==> config.mk <==
export PLATFORM = sky130hd
export DESIGN_NAME = sub_diff_window
export DESIGN_NICKNAME = d
export VERILOG_FILES = /design/src/rtl/sub_diff_window.sv
export SDC_FILE = /design/constraint.sdc
export NUM_CORES = 1
export LEC_CHECK = 0
export CAP_MARGIN = 25
export CORE_ASPECT_RATIO = 0.6
export CORE_UTILIZATION = 42
export CTS_CLUSTER_SIZE = 30
export DETAILED_ROUTE_END_ITERATION = 6
export PLACE_DENSITY = 0.76
export REMOVE_ABC_BUFFERS = 1
export SYNTH_ARGS = -nofsm -noshare
export SYNTH_HDL_FRONTEND = slang
export SYNTH_SLANG_ARGS = --single-unit
export TNS_END_PERCENT = 100
==> constraint.sdc <==
create_clock -name clk -period 6.5 [get_ports clk]
set_input_delay 1.3 -clock clk [delete_from_list [all_inputs] [get_ports clk]]
set_output_delay 1.3 -clock clk [all_outputs]
set_load 0.02 [all_outputs]
==> src/rtl/sub_diff_window.sv <==
// sub_diff_window: windowed statistics over the signed 9-bit difference stream
// produced by the upstream subtractor. Collects WIN samples, then holds the
// saturated total, min, max, negative count and overflow flag until accepted.
module sub_diff_window #(
  parameter int WIN   = 4,
  parameter int ACC_W = 16
) (
  input  logic             clk,
  input  logic             rst_n,
  input  logic             in_valid,
  output logic             in_ready,
  input  logic [8:0]       in_sum,
  input  logic             in_clear,
  output logic             out_valid,
  input  logic             out_ready,
  output logic [ACC_W-1:0] out_total,
  output logic [8:0]       out_min,
  output logic [8:0]       out_max,
  output logic [7:0]       out_neg_cnt,
  output logic             out_ovf
);

  typedef enum logic [1:0] {
    S_IDLE  = 2'd0,
    S_ACCUM = 2'd1,
    S_HOLD  = 2'd2
  } state_t;

  // Index of the sample that completes a window.
  localparam logic [7:0] LAST_IDX = 8'(WIN - 1);

  // Saturation limits of the signed total.
  localparam logic [ACC_W-1:0] TOT_MAX = {1'b0, {(ACC_W-1){1'b1}}};
  localparam logic [ACC_W-1:0] TOT_MIN = {1'b1, {(ACC_W-1){1'b0}}};

  state_t           state_q, state_d;
  logic [7:0]       count_q, count_d;
  logic             in_ready_q, in_ready_d;
  logic             out_valid_q, out_valid_d;
  logic [ACC_W-1:0] total_q, total_d;
  logic [8:0]       min_q, min_d;
  logic [8:0]       max_q, max_d;
  logic [7:0]       neg_cnt_q, neg_cnt_d;
  logic             ovf_q, ovf_d;

  logic             accept;
  logic [ACC_W:0]   sample_ext;
  logic [ACC_W:0]   sum_ext;
  logic             sum_ovf;
  logic [ACC_W-1:0] sum_sat;

  assign accept = in_valid & in_ready_q & ~in_clear;

  // Widened add: the total and the sample are both sign-extended by one bit so
  // the true sum is always representable, and the top two bits expose overflow.
  assign sample_ext = {{(ACC_W - 8){in_sum[8]}}, in_sum};
  assign sum_ext    = {total_q[ACC_W-1], total_q} + sample_ext;
  assign sum_ovf    = sum_ext[ACC_W] ^ sum_ext[ACC_W-1];
  assign sum_sat    = !sum_ovf          ? sum_ext[ACC_W-1:0] :
                      sum_ext[ACC_W]    ? TOT_MIN : TOT_MAX;

  // Next-state and result-register computation; clear beats everything.
  always_comb begin
    state_d     = state_q;
    count_d     = count_q;
    in_ready_d  = in_ready_q;
    out_valid_d = out_valid_q;
    total_d     = total_q;
    min_d       = min_q;
    max_d       = max_q;
    neg_cnt_d   = neg_cnt_q;
    ovf_d       = ovf_q;

    if (in_clear) begin
      state_d     = S_IDLE;
      count_d     = 8'd0;
      in_ready_d  = 1'b1;
      out_valid_d = 1'b0;
    end else if (state_q == S_HOLD) begin
      if (out_ready) begin
        state_d     = S_IDLE;
        in_ready_d  = 1'b1;
        out_valid_d = 1'b0;
      end
    end else if (accept) begin
      if (state_q == S_IDLE) begin
        total_d   = sample_ext[ACC_W-1:0];
        min_d     = in_sum;
        max_d     = in_sum;
        neg_cnt_d = {7'd0, in_sum[8]};
        ovf_d     = 1'b0;
      end else begin
        total_d   = sum_sat;
        ovf_d     = ovf_q | sum_ovf;
        if ($signed(in_sum) < $signed(min_q)) min_d = in_sum;
        if ($signed(in_sum) > $signed(max_q)) max_d = in_sum;
        neg_cnt_d = neg_cnt_q + {7'd0, in_sum[8]};
      end

      if (count_q == LAST_IDX) begin
        // Window complete: freeze results and stop taking samples.
        state_d     = S_HOLD;
        count_d     = 8'd0;
        in_ready_d  = 1'b0;
        out_valid_d = 1'b1;
      end else begin
        state_d = S_ACCUM;
        count_d = count_q + 8'd1;
      end
    end
  end

  // State and result registers with asynchronous active-low clear.
  always_ff @(posedge clk or negedge rst_n) begin
    if (!rst_n) begin
      state_q     <= S_IDLE;
      count_q     <= 8'd0;
      in_ready_q  <= 1'b1;
      out_valid_q <= 1'b0;
      total_q     <= '0;
      min_q       <= 9'd0;
      max_q       <= 9'd0;
      neg_cnt_q   <= 8'd0;
      ovf_q       <= 1'b0;
    end else begin
      state_q     <= state_d;
      count_q     <= count_d;
      in_ready_q  <= in_ready_d;
      out_valid_q <= out_valid_d;
      total_q     <= total_d;
      min_q       <= min_d;
      max_q       <= max_d;
      neg_cnt_q   <= neg_cnt_d;
      ovf_q       <= ovf_d;
    end
  end

  assign in_ready    = in_ready_q;
  assign out_valid   = out_valid_q;
  assign out_total   = total_q;
  assign out_min     = min_q;
  assign out_max     = max_q;
  assign out_neg_cnt = neg_cnt_q;
  assign out_ovf     = ovf_q;

endmodule
==> out/qor.yml, run 1 <==
start_kind: "input pin"
grt_use_total_pct: 22.0
cts_buffers: 5
cp_max_fo: 16
r2r_start: "out_total[8]$_DFFE_PN0P_"
hold_violations: 0
fin_hold_ws_ns: 0.506
synth_compound_area_share_pct: 21.8
fin_cells: 588
crit_type: "input pin to flop"
synth_fa_ha_area_share_pct: 13.2
drt-total-wl_um: 10100
worst_hold_path_type: "flop to flop"
post_cts_resize_count: 0
yosys-top-cells-area: "dfrtp_1, ha_1, o21ai_0, mux2_2, a21oi_1"
clk_pin_slew_ns: 0.08
postCtsHoldBufs: 0
netlist_area_mm2: 0.00385
ys_types: 58
finalCriticalPeriod_ns: 4.54
synth_seq_cells: 55
clk_path_buf_depth: 2
rsz0062_at_grt: "no"
die_y_um: 76.2
slew_violations: 0
arrival_ns: 4.69
synthArstFlopShare_pct: 100
relSlewSlack_pct: 39.9
power_density_mw_per_mm2: 421
die_area_mm2: 0.00957
drt-initial-drc-count: 220
outcome: "finished, violations left"
drc: 4
cts_sinks: 55
antenna_found_initial: 0
synth-xor-area-share_pct: 2.50
setup_tns_ns: 0
overflow: 0
synth_largest_area_cell: "dfrtp_1"
root_buffer: "clkbuf_16"
setup_viol: 0
area_growth_pct: 22.0
wl_per_cell_um: 17.2
post-place-ws_ns: 1.80
dp_hpwl_um: 7710
die_x_um: 126
violations: "DRC"
tightestPinTransition_ns: 0.898
synth_top_area_share_pct: 35.1
power_leakage_uw: 0.00214
coreArea_mm2: 0.00872
tritoncts: "yes"
fmax_mhz: 220
synthCells: 420
timing.final.crit_share_pct: 69.8
synth_ff_type: "dfrtp_1"
endpoint_kind: "flop"
synth_top_family_by_area: "compound AO/OA/AOI/OAI gates"
start_util_pct: 44.2
max-vdd-ir-drop_uv: 228
nets: 526
yosys.area_share.simple_pct: 17.7
crit_path_start: "in_sum[8]"
drtPass1Iterations: 7
ioPinCount: 59
gp_congestion: 0.984
synthMuxAreaShare_pct: 5.19
worst_slack_ns: 1.96
yosysSeqAreaShare_pct: 35.7
cap_violations: 0
viasPerCell: 5.94
num_vias: 3491
final_layout_size_suffix_gt1_share_pct: 8.40
rrSetupSlack_ns: 3.47
ff2ff_path_depth: 8
cts.htree.levels: 2
yosys_warnings: 0
synth_edf_count: 0
fin_util_pct: 53.9
io_buffers: 58
post_cts_buffers: 0
diodes: 0
final_antenna_net_count: 0
grt_pass1_wl_um: 16700
grt_max_degree: 56
fill_cells: 816
endpoint: "out_total[2]$_DFFE_PN0P_"
grt_pass1_vias: 3227
synth_area_per_cell_um2: 9.18
insertion_delay_ns: 0.30
skew_ns: 0.00887
num_rows: 26
reg2reg_to: "out_total[2]$_DFFE_PN0P_"
worstPathRequired_ns: 6.65
placed_cells: 580
==> worst min path at each step <==
stage | cells past startpoint | from | endpoint
3_5_place_dp | 1 | out_valid$_DFFE_PN0P_ | out_valid$_DFFE_PN0P_
3_3_place_gp | 1 | out_valid$_DFFE_PN0P_ | out_valid$_DFFE_PN0P_
6_report | 1 | out_valid$_DFFE_PN0P_ | out_valid$_DFFE_PN0P_
2_1_floorplan | 1 | count_q[3]$_DFFE_PN0P_ | count_q[3]$_DFFE_PN0P_
5_1_grt | 1 | out_valid$_DFFE_PN0P_ | out_valid$_DFFE_PN0P_
4_1_cts | 1 | out_valid$_DFFE_PN0P_ | out_valid$_DFFE_PN0P_
==> synthesized netlist by cell type, types with 5 or more instances <==
cell / instances
dfrtp_1: 54
o21ai_0: 42
ha_1: 36
a21oi_1: 32
nor2_1: 29
nand2_1: 27
inv_1: 26
and3_1: 17
mux2_2: 16
nand3_1: 13
nor3_1: 13
a21o_1: 10
clkbuf_1: 9
nand2b_1: 7
xor2_1: 7
a211o_1: 5
nand4_1: 5
==> cells in the final DEF (no fill, tap or decap), drive strengths merged, types with 13 or more instances in the layout <==
cell,count
nand2,27
a21oi,33
nand3,13
nor2,30
ha,36
mux2,16
dfrtp,54
clkdlybuf4s50,57
o21ai,43
nor3,13
inv,27
and3,18
==> sequential cells by signal, summed over array words and instances (netlist names) <==
signal	flops
out_max	9
out_total	16
count_q	8
state_q	2
out_ovf	1
out_valid	1
out_min	9
out_neg_cnt	8
in_ready	1
==> power by group <==
| part | leakage (uW) | internal, uW | switching (uW) |
|---|---|---|---|
| clock | 0.0000815 | 184 | 127 |
| combinational | 0.00138 | 503 | 630 |
| sequential | 0.000677 | 435 | 101 |
| total | 0.00214 | 1120 | 859 |
==> cell families (layout without fill, tap and decap cells) <==
family | Yosys count | after routing
DFF | 55 | 55
AOI/OAI and AO/OA | 128 | 128
and+or+nand+nor | 129 | 129
muxes | 18 | 18
buffers and inverters | 38 | 94
xor gates and xnor gates | 11 | 11
adders and majority gates | 41 | 41
==> worst max-delay path: stages <==
cell             delay (ns)
clkdlybuf4s50_1        0.79
ha_1                   0.58
a21oi_1                0.27
o21ai_0                0.28
a221oi_1               0.51
nor4b_4                0.48
a21oi_2                0.10
nand2_1                0.22
o311ai_1               0.15
==> area by class of cell <==
| cell class | instances | area (um2) | share of cell area, % |
|---|---|---|---|
| multi-input combinational | 327 | 2330 | 49.5 |
| timing repair buffer | 60 | 591 | 12.6 |
| clock inverter | 2 | 38.8 | 0.825 |
| tap | 112 | 140 | 2.98 |
| inverter | 26 | 97.6 | 2.08 |
| clock buffer | 6 | 129 | 2.74 |
| sequential | 55 | 1380 | 29.3 |
==> metal layers <==
metal	wire length [um]	part of all wire (%)	vias up	GRT usage, %
met3	863	8.5	9	4.92
met1	5140	51	1680	33.6
met4	51	0.50	0	3.41
met5	0	0	-	0
li1	-	-	1661	-
met2	4070	40	141	31.7
==> through the flow <==
stage	total power, uW	area [um2]
floorplan	1250	3800
global placement	1620	4540
detailed placement	1650	4540
CTS	1970	4700
global route	2110	4700
finish	1980	4700
No activity file was read; power rests on OpenSTA's default activity.
==> run 2, diff against run 1 <==
- clock period: 6.5 -> 4.2 ns (I/O delays scaled with it)
==> run 2 against run 1 <==
Combinational power up 56%. Sequential share of layout area down 0.40 points. Die area unchanged. Clock skew down 0.0021 ns. Cell area up 1.4%. Critical path depth unchanged. Via count up 1.4%. Worst setup slack worse by 1.4 ns. The flow still finishes with violations (DRC). Non-clock buffer count up 10. Flip-flop and latch count unchanged. Global-route usage up 0.91 points. Power up 53%.
==> out/qor.yml, run 2 (synthesized netlist as in run 1, its figures left out) <==
layout_commonest_cell: "clkdlybuf4s50_1"
arrival_ns: 3.84
ioPinCount: 59
root_buffer: "clkbuf_16"
drt-initial-drc-count: 445
timing.final.crit_share_pct: 87.7
stdcell_area_mm2: 0.00477
place_area_mm2: 0.00460
insertion_delay_ns: 0.30
relSlewSlack_pct: 45.2
hold_violations: 0
viasPerCell: 5.92
largest_reg_flops: 16
num_rows: 26
rsz0062_at_grt: "no"
cp.depth: 9
coreArea_mm2: 0.00872
start_kind: "input pin"
wl_per_cell_um: 17.5
die_area_mm2: 0.00957
cts_buffers: 5
finalCriticalPeriod_ns: 3.68
fmax_mhz: 271
slowest_stage: "clkdlybuf4s50_1"
start_util_pct: 44.2
drc: 4
violations: "DRC"
slowest_delay_ns: 0.56
setup_tns_ns: 0
crit_buf_inv: 1
fin_hold_ws_ns: 0.473
die_x_um: 126
cp_top_family: "compound AO/OA/AOI/OAI gates"
crit_type: "input pin to flop"
dp_hpwl_um: 8100
slew_violations: 0
antenna_found_initial: 0
postCtsHoldBufs: 0
grt_use_total_pct: 22.9
tightestPinTransition_ns: 0.820
power_density_mw_per_mm2: 633
crit_chain: "clkdlybuf4s50_1, ha_1, a21oi_1, o21ai_0, a221oi_1, nor4b_4, a21oi_2, nand2_1, o311ai_1"
cp_max_fo: 8
skew_ns: 0.00675
post_cts_buffers: 0
num_vias: 3541
endpoint_kind: "flop"
max-vdd-ir-drop_uv: 322
cap_violations: 0
final_antenna_net_count: 0
clk_pin_slew_ns: 0.08
overflow: 0
grt_max_degree: 46
gp_congestion: 0.947
power_uw: 3020
power_leakage_uw: 0.00218
diodes: 0
drtPass1Iterations: 7
area_growth_pct: 23.7
clk_path_buf_depth: 2
setup_viol: 0
die_y_um: 76.2
final_layout_size_suffix_gt1_share_pct: 10.3
fill_cells: 797
drt-total-wl_um: 10400
layout.cells.most_common_list: "clkdlybuf4s50_1, dfrtp_1, o21ai_0"
post_cts_resize_count: 0
worst_hold_path_type: "input pin to async pin"
outcome: "finished, violations left"
worstPathRequired_ns: 4.36
io_buffers: 58
tritoncts: "yes"
cts_sinks: 55
cts.htree.levels: 2
grt_pass1_wl_um: 17300
grt_pass1_vias: 3261
nets: 536
ff2ff_path_depth: 8
## run 2: cell types whose count changed in the layout (fill, tap and decap cells not counted), sizes merged
| cell | change |
|---|---|
| clkinvlp | +1 |
| bufinv | -1 |
| buf | +10 |
## run 2: cell type report
class                      count  area (um2)  share of cell area [%]
inverter                      26        97.6                    2.05
sequential                    55        1380                    28.9
clock buffer                   6         129                    2.70
clock inverter                 2        16.3                   0.341
timing repair buffer          70         678                    14.2
multi-input combinational    327        2330                    48.9
tap                          112         140                    2.94
## run 2: final timing paths
kind / startpoint / end / slack, ns
min in group clk: out_valid$_DFFE_PN0P_ / out_valid$_DFFE_PN0P_ / 0.50
min: rst_n / out_neg_cnt[7]$_DFFE_PN0P_ / 0.47
max reg2reg: out_total[8]$_DFFE_PN0P_ / out_total[2]$_DFFE_PN0P_ / 1.26
max: in_sum[8] / out_total[2]$_DFFE_PN0P_ / 0.52
min reg2reg: out_valid$_DFFE_PN0P_ / out_valid$_DFFE_PN0P_ / 0.50
max in group asynchronous: rst_n / out_total[7]$_DFFE_PN0P_ / 3.03
## run 2: power by group
part           total (uW)  switching (uW)  internal, uW
combinational        1760             969           793
sequential            832             159           673
clock                 426             202           224
total                3020            1330          1690
## run 2: metal layers
layer | vias to the layer above | track usage [%] | share of wire [%]
met3 | 6 | 4.21 | 7.9
met2 | 146 | 31.8 | 40
met1 | 1721 | 36.6 | 52
met4 | 0 | 3.29 | 0.53
met5 | - | 0 | 0
li1 | 1668 | - | -
## run 2: worst reg2reg max path: stages (launching register included)
cell,delay (ns)
dfrtp_1,0.43
ha_1,0.40
a21oi_1,0.23
o21ai_0,0.25
a221oi_1,0.53
nor4b_4,0.47
a21oi_2,0.11
nand2_1,0.22
o311ai_1,0.15
## run 2: per-stage QoR
stage          setup slack (ns)  std cells  util [%]
6_report                  0.516        598      54.7
5_1_grt                   0.348        598      54.7
4_1_cts                   0.616        597      54.5
3_5_place_dp              0.324        589      52.8
3_3_place_gp              0.317        589      52.8
2_1_floorplan              1.24        408         -
==> run 3, diff against run 2 <==
- CTS_BUF_LIST: default -> sky130_fd_sc_hd__clkbuf_16
==> run 3 against run 2 <==
The flow still finishes with violations (DRC). Sequential share of layout area did not move. Largest power group unchanged. Combinational power barely moved. Critical path type unchanged. Highest routed layer unchanged. Power barely moved. Critical path depth rose by 2. Largest cell class unchanged. Critical endpoint unchanged.
==> out/qor.yml, run 3 (synthesized netlist as in run 1, its figures left out) <==
outcome: "finished, violations left"
violations: "DRC"
drt-initial-drc-count: 445
antenna_found_initial: 0
post_cts_buffers: 0
crit_type: "input pin to flop"
final_antenna_net_count: 0
overflow: 0
start_util_pct: 44.2
layout.cells.most_common_list: "clkdlybuf4s50_1, dfrtp_1, o21ai_0"
setup_viol: 0
num_rows: 26
post_cts_resize_count: 0
ioPinCount: 59
io_buffers: 58
die_y_um: 76.2
fin_util_pct: 54.7
hold_violations: 0
root_buffer: "clkbuf_16"
grt_use_total_pct: 22.9
skew_ns: 0.00689
fin_hold_ws_ns: 0.471
wl_per_cell_um: 17.5
rsz0062_at_grt: "no"
final_layout_size_suffix_gt1_share_pct: 10.3
tightestPinTransition_ns: 0.821
worstPathRequired_ns: 4.36
arrival_ns: 3.86
reg2reg_to: "out_total[2]$_DFFE_PN0P_"
grt_pass1_wl_um: 17300
drt-total-wl_um: 10400
nets: 536
fin_cells: 598
max-vdd-ir-drop_uv: 321
crit_path_start: "in_sum[8]"
die_area_mm2: 0.00957
drtPass1Iterations: 7
cts.htree.levels: 2
insertion_delay_ns: 0.30
viasPerCell: 5.91
cts_sinks: 55
grt_max_degree: 46
rrSetupSlack_ns: 1.23
relSlewSlack_pct: 45.1
coreArea_mm2: 0.00872
worst_hold_path_type: "input pin to async pin"
area_growth_pct: 23.7
cp_max_fo: 7
fmax_mhz: 270
grt_util_met3_pct: 4.21
slew_violations: 0
cap_violations: 0
ff2ff_path_depth: 8
top_usage_layer: "met1"
setup_tns_ns: 0
clk_pin_slew_ns: 0.08
tritoncts: "yes"
clk_path_buf_depth: 2
grt_pass1_vias: 3261
num_vias: 3533
gp_congestion: 0.947
timing.final.crit_share_pct: 88.1
layout_commonest_cell: "clkdlybuf4s50_1"
grt_use_met2_pct: 31.8
finalCriticalPeriod_ns: 3.70
power_leakage_uw: 0.00218
cts_buffers: 5
placed_cells: 589
met1_usage_pct: 36.6
die_x_um: 126
dp_hpwl_um: 8100
largest_reg_flops: 16
power_density_mw_per_mm2: 633
postCtsHoldBufs: 0
endpoint_kind: "flop"
diodes: 0
start_kind: "input pin"
r2r_start: "out_total[8]$_DFFE_PN0P_"
drc: 4
-- run 3: cell count changes in the layout (fill, tap and decap cells not counted), sizes merged --
cell | previous run | this run
inv | 27 | 28
clkbuf | 6 | 5
-- run 3: area by class of cell --
class                           count  area (um2)
Clock buffer                        5         125
Clock inverter                      3        20.0
Fill cell                         797        3950
Inverter                           26        97.6
Multi-Input combinational cell    327        2330
Sequential cell                    55        1380
Tap cell                          112         140
Timing Repair Buffer               70         678
-- run 3: stage by stage --
step | total power [uW] | cell area, um2 | worst slack [ns]
finish | 3020 | 4770 | 0.499
floorplan | 1930 | 3800 | 1.24
detailed placement | 2570 | 4600 | 0.324
global placement | 2550 | 4600 | 0.317
global route | 3230 | 4770 | 0.348
CTS | 3010 | 4750 | 0.616
-- run 3: how the worst max path moves through the flow --
stage                                end  cells past startpoint
3_3_place_gp   out_total[14]$_DFFE_PN0P_                      9
4_1_cts        out_total[14]$_DFFE_PN0P_                     11
5_1_grt         out_total[2]$_DFFE_PN0P_                      9
2_1_floorplan  out_total[12]$_DFFE_PN0P_                     10
3_5_place_dp   out_total[14]$_DFFE_PN0P_                     11
6_report        out_total[2]$_DFFE_PN0P_                     11
-- run 3: report_power, final --
part	internal (uW)	switching (uW)
Clock	222	203
Sequential	673	159
Combinational	793	970
-- run 3: worst max-delay path, stage by stage --
cell and delay [ns]:
clkdlybuf4s50_1 0.64, buf_4 0.23, ha_1 0.25, buf_4 0.16, nand2_1 0.05, o21ai_0 0.19, a221oi_1 0.53, nor4b_4 0.47
a21oi_2 0.11, nand2_1 0.22, o311ai_1 0.16
-- run 3: per-layer routing --
metal  vias to the layer above  wire length [um]
met5                         -                 0
met4                         0                57
met3                         8               741
met2                       137              4140
met1                      1717              5510
li1                       1671                 -
